===== src/rtl/limber_gnrl_fifo.sv =====
// limber_gnrl_fifo: valid/ready FIFO of DP words, one-cycle latency, any depth, optional output masking while empty
module limber_gnrl_fifo #(
  parameter int DW   = 8,
  parameter int DP   = 4,
  parameter bit MSKO = 1'b0
) (
  input  logic                     clk,
  input  logic                     rst_n,
  input  logic                     i_vld,
  output logic                     i_rdy,
  input  logic [DW-1:0]            i_dat,
  output logic                     o_vld,
  input  logic                     o_rdy,
  output logic [DW-1:0]            o_dat,
  output logic [$clog2(DP+1)-1:0]  cnt
);
  localparam int PW = DP > 1 ? $clog2(DP) : 1;
  localparam int CW = $clog2(DP+1);
  logic [DW-1:0] mem [DP];
  logic [PW-1:0] wptr, rptr;
  logic push, pop;
  assign i_rdy = cnt != CW'(DP);
  assign o_vld = cnt != '0;
  assign push  = i_vld & i_rdy;
  assign pop   = o_vld & o_rdy;
  assign o_dat = (MSKO && !o_vld) ? '0 : mem[rptr];
  function automatic logic [PW-1:0] inc(input logic [PW-1:0] p);
    return p == PW'(DP-1) ? '0 : p + PW'(1);
  endfunction
  // pointers wrap at DP-1 so non-power-of-two depths stay in order; cnt tracks occupancy
  always_ff @(posedge clk or negedge rst_n) begin
    if (!rst_n) begin
      wptr <= '0;
      rptr <= '0;
      cnt  <= '0;
    end else begin
      if (push) wptr <= inc(wptr);
      if (pop) rptr <= inc(rptr);
      cnt <= cnt + CW'(push) - CW'(pop);
    end
  end
  // storage array is deliberately left unreset
  always_ff @(posedge clk) begin
    if (push) mem[wptr] <= i_dat;
  end
  a_cnt_max: assert property (@(posedge clk) disable iff (!rst_n) cnt <= CW'(DP));
  a_no_pop_empty: assert property (@(posedge clk) disable iff (!rst_n) !(pop && cnt == '0));
  a_no_push_full: assert property (@(posedge clk) disable iff (!rst_n) !(push && cnt == CW'(DP)));
endmodule


===== config.mk =====
export PLATFORM = sky130hd
export DESIGN_NAME = limber_gnrl_fifo
export DESIGN_NICKNAME = d
export VERILOG_FILES = /design/src/rtl/limber_gnrl_fifo.sv
export SDC_FILE = /design/constraint.sdc
export NUM_CORES = 1
export LEC_CHECK = 0
export ABC_AREA = 1
export CAP_MARGIN = 25
export CORE_UTILIZATION = 53
export DETAILED_ROUTE_END_ITERATION = 10
export PLACE_DENSITY = 0.87
export SYNTH_ARGS = -nofsm -noshare
export SYNTH_HDL_FRONTEND = slang
export SYNTH_SLANG_ARGS = --single-unit

===== constraint.sdc =====
create_clock -name clk -period 2.1 [get_ports clk]
set_clock_uncertainty 0.1 [all_clocks]
set_input_delay 0.525 -clock clk [delete_from_list [all_inputs] [get_ports clk]]
set_output_delay 0.525 -clock clk [all_outputs]
set_load 0.03 [all_outputs]

# [Yosys cells after proc, flatten, opt, wreduce, memory -nomap -nowiden]
# Memories as Yosys holds them, arrays and structs flattened.
# Cells that the tools add are included.
[totals] wordCells=18 n_memories=1 regBits=7 input_bits=12 mem_bits_rw=32
[classes] bitwise=2 mux=4 eq_ne=3 reduce_logical=1 add_sub_neg=4
[memory_table] name="mem" words=4 width=8 rd=1 rd_clocked_by_memory_dff=0 write_ports=1 line_no="19" source="logic [DW-1:0] mem [DP];"
[op_table] op="$add A2 B1 Y2 const B" n=2
[op_table] op="$eq A2 B2 Y1 const B" n=2
[op_table] op="$mux W2" n=2
[op_table] op="$add A3 B1 Y3" n=1
[op_table] op="$ne A3 B3 Y1 const B" n=1
[op_table] op="$reduce_bool A3 Y1" n=1
[op_table] op="$sub A3 B1 Y3" n=1
[op_table] op="$and A1 B1 Y1" n=2
[op_table] op="$mux W1" n=2

# [Logic depth before layout (Yosys ltp)]
[logic_depth] ltp_word=4 ltp_mapped=12 mapped_depth_nobuf=12

# [Least setup slack after synthesis]
# OpenSTA, ideal clock, no wires.
[synth_path] path_kind="register to register" from="register cnt[1]" to="register cnt[1]" t_arrival_ns=2.033 setup_time_ns=0.114 path_buffers=0 stages_incl_launch_ff=11 slack_ns=-0.147 synth_period_minus_slack_ns=2.247 path_cell_list="dfrtp_1 nor2_4 nand2_2 nand2_2 inv_1 ha_1 inv_1 ha_1 inv_1 fa_1 inv_1"
[synth_via] elab_cells_between_ends=6 cone_classes="2 x add/sub; 1 x eq/ne; 2 x bitwise; 1 x reduce/logical"
[synth_rtl] item="from (decl)" line_no="15" source="output logic [$clog2(DP+1)-1:0] cnt"
[synth_rtl] item="from (signal assigned)" line_no="39" source="cnt <= cnt + CW'(push) - CW'(pop);"
[synth_rtl] item="$reduce_bool A3 Y1" line_no="23" source="assign o_vld = cnt != '0;"
[synth_rtl] item="via o_vld" line_no="12" source="output logic o_vld,"
[synth_rtl] item="$and A1 B1 Y1" line_no="25" source="assign pop = o_vld & o_rdy;"
[synth_rtl] item="via pop" line_no="21" source="logic push, pop;"
[synth_rtl] item="$sub A3 B1 Y3" line_no="39"
# The timed path passes the listed nets, and every way through them passes these cells.
# A chain may end at the register's enable or synchronous reset.

# [Worst setup path after layout]
[layout_path] from="input i_vld" to="register cnt[1]"
[layout_via] elab_chain_cells=3
[layout_lines] item="from (decl)" line_no="9" source="input logic i_vld,"
[layout_lines] item="$and A1 B1 Y1" line_no="24" source="assign push = i_vld & i_rdy;"
[layout_lines] item="$add A3 B1 Y3" line_no="39"
[layout_lines] item="$sub A3 B1 Y3" line_no="39"
# Every way passes these cells.

==> flow_summary.toml <==
[clock_network]
htree_num_levels = 2
clockBufferDepth = 2
clk_latency_ps = 350
hold_buffers = 0
cts-root-buf = "clkbuf_4"
cts.sinks = 39
tritoncts = "done"
clkTransAtPathRegs_ps = 120
numCtsBuffers = 5

[final_layout]
area_growth_pct = 23.7
n_antenna_cell = 0
drive_gt1_share_pct = 20.2
finalNetCount = 207
final_common_cell = "nand2_1"
fin_util_pct = 70.4
fillers = 222
layout_common_cells = "nand2_1, edfxtp_1, inv_1, buf_4, o211ai_1"

[power]
ir_drop_mv = 0.716
p_leak_nw = 0.958
powerDensity_nw_per_um2 = 1480
p_int_mw = 1.90
netSwitchingFraction_pct = 41.2
pwr-share-seq_pct = 35.7
clkPwrFrac_pct = 15.1
p_switching_mw = 1.33
p_comb_share_pct = 49.3

[min_path]
hold_class = "in2async"

[grt]
overflow = 0
grt_max_degree = 36
track_usage_pct = 19.9
grt_pass1_wl_mm = 4.83
grt_pass1_vias = 1154
antenna_found_initial = 0

[floorplan]
die_area_um2 = 3570
start_util_pct = 56.9
dieHeight_um = 59.7
rows = 20
die_w_um = 59.7
core-area_um2 = 3100
boundaryPins = 25

[detailed_routing]
wl_per_cell_um = 14.1
drt_pass1_iterations = 4
drc = 0
vias = 1157
ant_nets = 0
wl_mm = 3.27
viasPerCell = 4.99
drtIter0Drc = 34

[sta]
setup_ws_ps = 77.2
fin_crit_sh_pct = 96.3
setup_violations = 0
max_freq_mhz = 494
period_minus_slack_ps = 2020
worst_pin_slew_ps = 337
slew_headroom_pct = 77.5
hold_violations = 0
finalMaxSlewViolations = 0

[setup_path]
worst_setup_path_end_kind = "register"
worstPathRequired_ps = 2250
critical-path-slowest-cell = "clkdlybuf4s50_1"
critPathLaunchType = "input port"
max_stage_delay_ps = 530
arrival_ps = 2170
cp-startpoint = "i_vld"
crit_chain = "clkdlybuf4s50_1 -> nand2_4 -> ha_1 -> inv_1 -> ha_1 -> inv_1 -> fa_2 -> inv_1"
cp_max_fo = 2
path_class = "in2reg"
r2r_slack_ps = 80
reg2reg_from = "cnt[1]"
cpMostUsedCell = "inv_1"

[outcome]
status = "finished, final reports clean"

[logic_synthesis]
postSynthCellCount = 149
yosysWarnings = 0
synth_fp_nets = 169
synth_seq_area_share_pct = 64.3
syn-cell-area_um2 = 1770
synth_seq_cells = 39
avgSynthCellArea_um2 = 11.9
synth_cell_types = 15

[place]
gp_congestion = 0.755
pre_cts_ws_ps = -254
io_buffers = 24
hpwlAfterDp_mm = 2.24

[job]
drv_cap = 0
cell type report:
class | instances | area (µm²) | share of cell area [%]
Clock buffer | 5 | 37.5 | 1.72
Clock inverter | 3 | 38.8 | 1.77
Inverter | 29 | 109 | 4.98
Multi-Input combinational cell | 76 | 478 | 21.9
Sequential cell | 39 | 1140 | 52.1
Tap cell | 44 | 55.1 | 2.52
Timing Repair Buffer | 36 | 328 | 15.0
metal layers:
layer	part of all wire, %	global-route usage, %	vias to the layer above
li1	-	-	565
met1	39	17.6	555
met2	55	39.0	29
met3	3.9	7.36	8
met4	1.7	8.31	0
met5	0	0	-
path summary, 6_finish.rpt:
kind                            cells past startpoint  endpoint
worst min-delay path                                1   wptr[0]
worst max register to register                     10    cnt[1]
worst max-delay path                                8    cnt[1]
min in group clk                                    2   wptr[1]
worst min register to register                      2   wptr[1]
max in group asynchronous                           1    cnt[1]
what timing repair did:
item | 4_1_cts | 5_1_grt
setup endpoints to repair | 5 | 11
pin swaps | 0 | 5
buffers inserted | 0 | 2
gates resized for setup | 5 | 9
hold endpoints to repair | 0 | 0
cells in the mapped netlist (all sizes together):
| cell type | instances | area (µm²) |
|---|---|---|
| o211ai | 16 | 120 |
| xor2 | 1 | 8.76 |
| ha | 7 | 87.6 |
| inv | 29 | 109 |
| fa | 1 | 20.0 |
| edfxtp | 32 | 961 |
| nand2 | 39 | 166 |
| xnor2 | 1 | 8.76 |
| nor2 | 7 | 33.8 |
| dfrtp | 7 | 175 |
| buf | 5 | 56.3 |
| nand3 | 4 | 20.0 |
sequential cells by signal, indices dropped and copies added, names as in the netlist:
signal	count
mem	32
cnt	3
wptr	2
rptr	2
critical path, delay by kind of cell:
family / cells / cell delay [ps]
fa+ha+maj: 3 / 920
buf+inv: 4 / 680
simple gates: 1 / 60
power groups by stage:
stage | Combinational, mW | Sequential, mW | Clock [mW]
after floorplan | 1.00 | 1.22 | 0
after global placement | 1.44 | 1.16 | 0
after detailed placement | 1.52 | 1.18 | 0
after CTS | 1.51 | 1.17 | 0.490
after global routing | 1.74 | 1.17 | 0.530
final | 1.59 | 1.15 | 0.488
cell families after synthesis:
family | after synthesis | synth area share, %
simple gates | 50 | 12.5
flops | 39 | 64.3
buf+inv | 34 | 9.35
compound gates | 16 | 6.80
fa+ha+maj | 8 | 6.09
xor+xnor | 2 | 0.992
per-stage QoR:
| stage | cell area, µm² | hold slack [ps] | total power, mW | setup TNS, ps | instances |
|---|---|---|---|---|---|
| after global placement | 2070 | 410 | 2.60 | -420 | 222 |
| after CTS | 2140 | 335 | 3.16 | 0 | 230 |
| after global routing | 2190 | 340 | 3.44 | -26.2 | 232 |
| final | 2190 | 326 | 3.24 | 0 | 232 |
| after floorplan | 1780 | 129 | 2.23 | 0 | 149 |
| after detailed placement | 2070 | 437 | 2.70 | -507 | 222 |
Note: power is estimated with default switching activity, not from simulation.
